File: src/rtl/alu_writeback.sv
// alu_writeback: ALU enable handshake, in-order result FIFO to the regfile port, and BEQZ/JAL PC redirect.
package alu_writeback_pkg;
    typedef enum logic [3:0] {
        ALU_ADD,
        ALU_SUB,
        ALU_AND,
        ALU_OR,
        ALU_XOR,
        ALU_SLT,
        ALU_ADDI,
        ALU_BEQZ,
        ALU_JAL
    } alu_instruction_t;
endpackage

module alu_writeback
    import alu_writeback_pkg::*;
#(
    parameter int DATA_W     = 32,
    parameter int PC_W       = 32,
    parameter int REG_ADDR_W = 5,
    parameter int DEPTH      = 3,
    parameter int LINK_INC   = 1
) (
    input  logic                  clk,
    input  logic                  reset,
    input  logic                  issue_valid,
    output logic                  issue_ready,
    input  alu_instruction_t      issue_instr,
    input  logic [REG_ADDR_W-1:0] issue_rd,
    input  logic [PC_W-1:0]       issue_pc,
    input  logic [DATA_W-1:0]     issue_imm,
    output logic                  alu_enable,
    input  logic [DATA_W-1:0]     alu_result,
    output logic                  wb_valid,
    input  logic                  wb_ready,
    output logic [REG_ADDR_W-1:0] wb_rd,
    output logic [DATA_W-1:0]     wb_data,
    output logic                  redirect_valid,
    output logic [PC_W-1:0]       redirect_pc
);
    localparam int CW = $clog2(DEPTH + 1);
    localparam int PW = $clog2(DEPTH);
    localparam logic [CW:0] DEPTH_C = (CW + 1)'(DEPTH);
    logic                  tag_v;
    alu_instruction_t      tag_instr;
    logic [REG_ADDR_W-1:0] tag_rd;
    logic [PC_W-1:0]       tag_pc;
    logic [DATA_W-1:0]     tag_imm;
    logic [REG_ADDR_W-1:0] mem_rd [DEPTH];
    logic [DATA_W-1:0]     mem_data [DEPTH];
    logic                  mem_nw [DEPTH];
    logic [PW-1:0]         wp, rp;
    logic [CW-1:0]         count;
    logic                  fire, push, pop, head_nw, is_jal, is_beqz, redir;
    logic [DATA_W-1:0]     push_data;
    logic [PC_W-1:0]       link_pc, target;

    function automatic logic [PW-1:0] inc(input logic [PW-1:0] p);
        return p == PW'(DEPTH - 1) ? '0 : p + PW'(1);
    endfunction

    always_comb begin
        issue_ready = !reset && (({1'b0, count} + (CW + 1)'(tag_v)) < DEPTH_C);
        fire        = issue_valid && issue_ready;
        alu_enable  = fire;
        push        = tag_v;
        is_jal      = tag_instr == ALU_JAL;
        is_beqz     = tag_instr == ALU_BEQZ;
        link_pc     = tag_pc + PC_W'(LINK_INC);
        push_data   = is_jal ? DATA_W'(link_pc) : alu_result;
        redir       = push && (is_jal || (is_beqz && alu_result == DATA_W'(1)));
        target      = is_jal ? PC_W'(alu_result) : tag_pc + PC_W'(tag_imm);
        head_nw     = mem_nw[rp];
        wb_valid    = !reset && count != '0 && !head_nw;
        pop         = count != '0 && (head_nw || wb_ready);
        wb_rd       = wb_valid ? mem_rd[rp] : '0;
        wb_data     = wb_valid ? mem_data[rp] : '0;
    end

    always_ff @(posedge clk) begin
        if (reset) begin
            tag_v          <= 1'b0;
            wp             <= '0;
            rp             <= '0;
            count          <= '0;
            redirect_valid <= 1'b0;
            redirect_pc    <= '0;
        end else begin
            tag_v          <= fire;
            if (push) wp   <= inc(wp);
            if (pop) rp    <= inc(rp);
            count          <= count + CW'(push) - CW'(pop);
            redirect_valid <= redir;
            redirect_pc    <= redir ? target : '0;
        end
    end

    always_ff @(posedge clk) begin
        if (fire) begin
            tag_instr <= issue_instr;
            tag_rd    <= issue_rd;
            tag_pc    <= issue_pc;
            tag_imm   <= issue_imm;
        end
        if (push) begin
            mem_rd[wp]   <= tag_rd;
            mem_data[wp] <= push_data;
            mem_nw[wp]   <= is_beqz || tag_rd == '0;
        end
    end

    assert property (@(posedge clk) disable iff (reset) !(push && count == CW'(DEPTH)));
endmodule

File: config.mk
export PLATFORM = sky130hd
export DESIGN_NAME = alu_writeback
export DESIGN_NICKNAME = d
export VERILOG_FILES = /design/src/rtl/alu_writeback.sv
export SDC_FILE = /design/constraint.sdc
export NUM_CORES = 1
export LEC_CHECK = 0
export BUFFER_PORTS_ARGS = -buffer_cell sky130_fd_sc_hd__buf_2
export CAP_MARGIN = 5
export CORE_MARGIN = 3
export CORE_UTILIZATION = 40
export DETAILED_ROUTE_END_ITERATION = 8
export GPL_TIMING_DRIVEN = 0
export PLACE_DENSITY = 0.72
export SYNTH_ARGS = -nofsm -noshare
export SYNTH_HDL_FRONTEND = slang
export SYNTH_SLANG_ARGS = --single-unit
File: constraint.sdc
create_clock -name clk -period 4.6 [get_ports clk]
set_clock_uncertainty 0.1 [all_clocks]
set_input_delay 0.69 -clock clk [delete_from_list [all_inputs] [get_ports clk]]
set_output_delay 0.69 -clock clk [all_outputs]
set_load 0.02 [all_outputs]
== Yosys cells after proc, flatten, opt, wreduce, memory -nomap -nowiden ==
Memories as Yosys holds them, arrays and structs flattened. A register that Yosys moved wholly into a read port is not among the register bits.
Index checks and enable logic that the tools add are counted.
Widths: inputs -> output; s select.
Storage, ports and cells
  word-level logic and storage cells: 56
  input port bits: 109
  bits in writable memories: 114
  flip-flop bits (word level): 113
  memories: 3
Memories
  mem_data: words 3, width 32, rd ports 1, clocked after Yosys merged registers in 1, wr ports 1, RTL line 51  | logic [DATA_W-1:0] mem_data [DEPTH];
  mem_rd: words 3, width 5, rd ports 1, clocked after Yosys merged registers in 1, wr ports 1, RTL line 50  | logic [REG_ADDR_W-1:0] mem_rd [DEPTH];
  mem_nw: words 3, width 1, rd ports 1, clocked after Yosys merged registers in 1, wr ports 1, RTL line 52  | logic mem_nw [DEPTH];
Cells by class
  eq/ne operators: 5
  bitwise gates (word level): 1
  muxes and demuxes: 14
  reduce and logical (&&, ||, !) cells: 15
  $add $sub $neg: 7
  magnitude comparators: 1
Operators with widths (count)
  $mux 32: 3
  $add 32x1->32 const B: 1
  $add 32x32->32: 1
  $eq 32x1->1 const B: 1
  $mux 2: 8
  $logic_and 1x1->1: 7
  $logic_not 5->1: 1
  $mux 5: 1
  $add 2x1->2 const B: 2
  $eq 2x2->1 const B: 2
  $eq 4x3->1 const B: 1
  $eq 4x4->1 const B: 1
  $add 2x1->3: 1
  $logic_or 1x1->1: 3
  $lt 3x2->1 const B: 1
  $add 2x1->2: 1
  $logic_not 1->1: 2
  $mux 1: 2
  $reduce_bool 2->1: 1
  $reduce_or 2->1: 1
  $sub 2x1->2: 1
  $not 1->1: 1

== Depth between registers and ports, before layout ==
Gate-level depths: netlist of the first run.
  depth in word-level cells: 6
  gate-level depth with buffers: 10
  mapped depth without buffers: 10

== Worst setup path after synthesis of the first run ==
Ideal clock, no wire load.
  kind: in2out
  start: input reset
  end: output alu_enable
  slack: 373 ps
  data required time: 3810 ps
  arrival time: 3437 ps
  stages: 3
  path through: clkbuf_1 a211oi_1 and2_1
Between the ends
  cells in the longest elaborated chain, start to end: 3
Ends and longest elaborated chain
  start: declaration: RTL line 26  | input logic reset,
  $logic_not 1->1: RTL line 64  | issue_ready = !reset && (({1'b0, count} + (CW + 1)'(tag_v)) < DEPTH_C);
  $logic_and 1x1->1: RTL line 64
  named net issue_ready: RTL line 28  | output logic issue_ready,
  $logic_and 1x1->1: RTL line 65  | fire = issue_valid && issue_ready;
  end: declaration: RTL line 33  | output logic alu_enable,
The timed path passes the listed nets, and every way through them passes these cells.

==> impl_metrics.tcl, run 1 <==
set metrics [dict create \
    end_kind "output pin" \
    seq_area_frac_synth_pct 61.3 \
    hold_path_class "input port to flip-flop" \
    ys_async_sr_fraction_pct 0 \
    numCtsBuffers 25 \
    max_cap_viol_count 0 \
    top_level_ports 182 \
    netlist.area_leader.share_pct 53.3 \
    synth_edf_count 187 \
    syn_inst 920 \
    setup_viol 0 \
    cts_setup_buffers 0 \
    fin_crit_ps 3670 \
    cts_tree "yes" \
    worstMarginPinSlew_ps 1000 \
    avgSynthCellArea_sq_um 11.5 \
    drt_first_pass_iters 7 \
    fin_nets 1283 \
    std_cell_rows 58 \
    rsz0062_at_grt "no" \
    area_delta_synth_final_pct 21.6 \
    yosys_warnings 0 \
    grt_pass1_vias 7665 \
    p_per_area_mw_per_mm2 440 \
    path_clk_slew_ps 60 \
    cts.path.max_buffers 3 \
    cts_sinks 229 \
    layout_common_cells "edfxtp_1 (187), buf_2 (180), nor2_1 (115), nand2_1 (94), a21oi_1 (81)" \
    ir_drop_mv 0.411 \
    dr_total_vias 7716 \
    dpl_cell_area_sq_mm 0.0120 \
    core_sq_mm 0.0255 \
    gr-total-overflow 0 \
    crit_top_cell "nor2_1" \
    min_period_over_period_pct 79.8 \
    leakage_uw 0.00502 \
    drv_slew 0 \
    postRouteAntennaNets 0 \
    cp_num_buf_inv 3 \
    hold_viol 0 \
    synthXorXnorAreaFrac_pct 5.07 \
    status "completed" \
    power.total_uw 5640 \
    critPathMaxFanout 10 \
    design_area_sq_mm 0.0128 \
    arrival_ps 2880 \
    synth_nets 1066 \
    synth_area_leader_cell "edfxtp_1" \
    final_common_cell "edfxtp_1" \
    routed_wl_um 27500 \
    die_y_um 168 \
    cts-root-buf "clkbuf_16" \
    cpPeakStageDelay_ps 650 \
    synth_simple_gate_area_share_pct 12.8 \
    wl_per_cell_um 18.5 \
    slew_headroom_pct 32.8 \
    synthAdderAreaFrac_pct 4.47 \
    synthDistinctLibCells 50 \
    clock_latency_ps 530 \
    synth_compound_area_share_pct 10.9 \
    antenna_found_initial 5 \
    die_x_um 168 \
    place_congestion 0.898 \
    postCtsHoldBufs 0 \
    timing.hold.ws_ps 229 \
    cts_resized 0 \
    initial_utilization_pct 41.2 \
    drt_iter0_drc 615 \
    muxShareOfSynthArea_pct 3.61 \
    worstSetupPathType "flip-flop to output pin" \
    fmax_ghz 0.272 \
    drc 0 \
    grt_max_degree 66 \
    grt.total_usage_pct 18.9 \
    yosys-top-cells-area "edfxtp_1 (53%), dfxtp_1 (8.0%), ha_1 (4.3%), nor2_1 (4.1%), a21oi_1 (3.8%)" \
    portBuffers 180 \
    crit_chain "buf_1 > clkbuf_1 > mux2i_1 > nor2_1 > a21oi_1 > nor2_1 > buf_2" \
    clock_tree.htree_level_count 1 \
    crit_path_top_delay_cell "clkbuf_1" \
    syn-cell-area_sq_mm 0.0105 \
    dp_hpwl_um 21100 \
    viasPerCell 5.19 \
    cp_data_required_time_ps 3810 \
    crit_family "buffers and inverters" \
    ys.flop_type "edfxtp_1" \
    dieArea_sq_mm 0.0283 \
    setup.worst_path.start_class "flip-flop" \
    ys_ff_latch 229 \
    grt_pass1_wl_um 41900 \
    drive_above_1_share_pct 20.2 \
    synth_top_family_by_area "simple AND/OR/NAND/NOR gates" \
]
==> layout make-up <==
class	count	area (sq um)
sequential	229	6460
buffer	39	146
clock inverter	13	134
antenna	1	2.50
multi-input combinational	638	3900
fill	2313	12700
clock buffer	33	656
inverter	14	52.6
tap	330	413
timing repair buffer	190	1050
==> synthesized netlist by cell type, types with 2 or more instances <==
library cell	count
a2111oi_0	2
nor4b_1	2
inv_1	14
o21a_1	3
nand4_1	11
xor2_1	34
nand2_1	94
a21oi_1	81
edfxtp_1	187
and2_1	7
a21boi_0	2
nor4_1	8
o21bai_1	2
o21ai_0	68
a211oi_1	8
nand3_1	23
o211ai_1	3
mux2i_1	38
clkbuf_1	37
or3_1	2
and3_1	8
nand2b_1	3
a31oi_1	11
a21o_1	12
dfxtp_1	42
ha_1	36
nor2_1	116
and4_1	4
a221o_1	2
nor2b_1	5
buf_1	2
xnor2_1	27
nor3_1	9
==> layer usage <==
metal,routed length (um),global-route usage [%],up-vias,share of wire (%)
li1,-,-,3797,-
met1,11900,24.8,3608,43
met2,13000,31.1,242,47
met3,1500,3.78,61,5.5
met4,1020,6.90,8,3.7
met5,48,0,-,0.17
==> worst paths after layout <==
| check | start | to | slack [ps] | cells past startpoint |
|---|---|---|---|---|
| max | flip-flop | wb_data[13] | 930 | 7 |
| min | issue_pc[16] | tag_pc[16]$_DFFE_PP_ | 230 | 1 |
| max reg2reg | tag_pc[0]$_DFFE_PP_ | redirect_pc[26]$_SDFF_PP0_ | 1030 | 10 |
| min reg2reg | rp[1]$_SDFFE_PP0P_ | rp[1]$_SDFFE_PP0P_ | 410 | 2 |
==> logic make-up after synthesis <==
family | after synthesis
buf+inv | 53
fa+ha+maj | 37
mux | 38
xor+xnor | 61
simple gates | 300
flops | 229
compound gates | 202
==> per-stage QoR <==
stage / worst slack, ps / cells / util, % / setup TNS [ps]
CTS: 898 / 1486 / 50.1 / 0
finish: 929 / 1487 / 50.1 / 0
global route: 716 / 1487 / 50.1 / 0
global placement: -1320 / 1430 / 46.4 / -85280
floorplan: 373 / 920 / - / 0
detailed placement: 1040 / 1440 / 47.0 / 0
==> sequential cells by signal (all words and copies together) (netlist names), named ones only <==
signal / count
count: 2
mem_data: 96
mem_nw: 3
mem_rd: 15
push: 1
redirect_pc: 32
redirect_valid: 1
rp: 2
tag_imm: 32
tag_instr: 4
tag_pc: 32
tag_rd: 5
wp: 2
==> where the power goes <==
part	internal, uW	switching (uW)	leakage [uW]
registers	2400	76.1	0.00206
logic	466	768	0.00257
clock network	1120	807	0.000388
(Power assumes the default switching activity.)
==> run 2: changes to the inputs <==
- PLACE_DENSITY: 0.72 -> 0.74
- clock period: 4.6 -> 2.9 ns (I/O delays scaled with it)
==> impl_metrics.tcl, run 2 (same netlist as run 1, synthesis figures left out) <==
set metrics [dict create \
    status "finished with violations" \
    violations "setup timing" \
    clock_latency_ps 530 \
    rr_startpoint "tag_pc[0]$_DFFE_PP_" \
    crit_path_top_delay_cell "edfxtp_1" \
    drc 0 \
    fin_nets 1357 \
    cts.path.max_buffers 3 \
    clock_tree.htree_level_count 1 \
    setup.worst_path.start_class "flip-flop" \
    timing.hold.ws_ps 26.0 \
    cpPeakStageDelay_ps 420 \
    arrival_ps 3460 \
    n_fill_cell 2198 \
    cts_sinks 229 \
    wl_per_cell_um 18.7 \
    wl_met1_um 11900 \
    dp_hpwl_um 21100 \
    setup_viol 5 \
    portBuffers 180 \
    hold_end "tag_instr[1]$_DFFE_PP_" \
    setup_slack_ps -265 \
    dr_total_vias 8121 \
    die_x_um 168 \
    cts_tree "yes" \
    cp_num_buf_inv 0 \
    postRouteAntennaNets 0 \
    max_cap_viol_count 0 \
    die_y_um 168 \
    area_delta_synth_final_pct 30.4 \
    p_per_area_mw_per_mm2 650 \
    drive_above_1_share_pct 23.4 \
    antenna_found_initial 4 \
    drt_iter0_drc 621 \
    rr_worst_depth 10 \
    intPower_uw 6240 \
    std_cell_rows 58 \
    grt.total_usage_pct 20.3 \
    end_kind "flip-flop" \
    worstMarginPinSlew_ps 1010 \
    top_register "mem_data" \
    grt_pass1_vias 8178 \
    critPathMaxFanout 3 \
    hold_path_class "input port to flip-flop" \
    highest_layer "met5" \
    largest_reg_flops 96 \
    path_clk_slew_ps 60 \
    dpl_cell_area_sq_mm 0.0120 \
    cts-root-buf "clkbuf_16" \
    crit_chain "ha_2 > fa_2 > a21o_1 > a221o_1 > a221o_1 > o32a_1 > and4_4 > a211oi_2 > xor2_1 > o21ai_1" \
    fin_crit_ps 3160 \
    dr_wl_met3_um 1770 \
    ir_drop_mv 0.630 \
    layout_common_cells "edfxtp_1 (187), buf_2 (173), nor2_1 (105), nand2_1 (94), a21oi_1 (78)" \
    worstSetupPathType "flip-flop to flip-flop" \
    top_level_ports 182 \
    drv_slew 0 \
    p_clk_share_pct 31.2 \
    rsz0062_at_grt "yes" \
    core_sq_mm 0.0255 \
    seq_power_share_pct 44.1 \
    wl_met2_um 14200 \
    final_common_cell "edfxtp_1" \
    cp_data_required_time_ps 3200 \
    crit_top_cell "a221o_1" \
    tns_ps -1050 \
    numCtsBuffers 24 \
    design_area_sq_mm 0.0137 \
    min-delay-start "issue_instr[1]" \
    fmax_ghz 0.316 \
    hold_depth 1 \
    switching_power_uw 2690 \
    min_period_over_period_pct 109 \
    place_congestion 0.903 \
    routed_wl_um 29100 \
    rrSetupSlack_ps -260 \
    slew_headroom_pct 32.4 \
    dieArea_sq_mm 0.0283 \
    viasPerCell 5.21 \
    leakage_uw 0.00536 \
    initial_utilization_pct 41.2 \
    grt_pass1_wl_um 45100 \
    drt_first_pass_iters 5 \
    r2r-end "redirect_pc[24]$_SDFF_PP0_" \
    crit_family "compound AO/OA/AOI/OAI gates" \
    p_comb_share_pct 24.7 \
    grt_max_degree 38 \
    p_sw_share_pct 30.1 \
    hold_viol 0 \
    gr-total-overflow 0 \
]
## run 2: cell count changes in the layout (fill, tap and decap cells not counted), sizes merged
cell	before	now
dlygate4sd3	0	69
buf	192	199
clkbuf	70	65
clkinvlp	0	3
and2	7	9
bufinv	2	0
clkinv	9	8
inv	16	15
## run 2: final cells by class
class	count	area [sq um]	area share, %
Buffer	38	169	1.23
Multi-Input combinational cell	640	4140	30.1
Clock inverter	12	78.8	0.574
Timing Repair Buffer	264	1800	13.1
Inverter	14	52.6	0.382
Antenna cell	1	2.50	0.0182
Sequential cell	229	6460	47.0
Tap cell	330	413	3.00
Clock buffer	31	627	4.56
## run 2: worst max path at each step
stage	slack [ps]	cells after the start	from	to
6_report	-260	10	tag_pc[0]$_DFFE_PP_	redirect_pc[24]$_SDFF_PP0_
5_1_grt	-340	10	tag_pc[0]$_DFFE_PP_	redirect_pc[24]$_SDFF_PP0_
4_1_cts	-270	10	tag_pc[0]$_DFFE_PP_	redirect_pc[24]$_SDFF_PP0_
3_5_place_dp	-490	10	tag_pc[0]$_DFFE_PP_	redirect_pc[26]$_SDFF_PP0_
3_3_place_gp	-720	2	wp[0]$_SDFFE_PP0P_	mem_data[1][26]$_DFFE_PP_
2_1_floorplan	-60	10	tag_pc[0]$_DFFE_PP_	redirect_pc[24]$_SDFF_PP0_
## run 2: timing repair
action | CTS | global route
buffers inserted | 5 | 5
pin swaps | 6 | 7
setup endpoints to repair | 46 | 84
hold buffers | 69 | 0
resized for setup | 32 | 60
hold endpoints to repair | 69 | 0
cloned | 2 | 0
## run 2: stage by stage
stage | cells | utilization [%] | setup WS, ps | total power (uW)
floorplan | 920 | - | -56.3 | 5320
global placement | 1430 | 46.5 | -723 | 5880
detailed placement | 1435 | 46.9 | -487 | 5950
CTS | 1554 | 53.1 | -271 | 8900
global route | 1559 | 53.8 | -341 | 9360
finish | 1559 | 53.8 | -265 | 8930
## run 2: power by group through the flow
stage	clock network, uW	logic, uW	registers [uW]
final	2780	2210	3940
after global routing	2960	2440	3960
after CTS	2840	2130	3940
after detailed placement	0	1950	4000
after global placement	0	1890	3990
after floorplan	0	1360	3960
## run 2: layer usage
metal	track usage, %	vias to the layer above
met5	0	-
met4	7.83	6
met3	3.43	72
met2	34.9	286
met1	25.7	3810
li1	-	3947
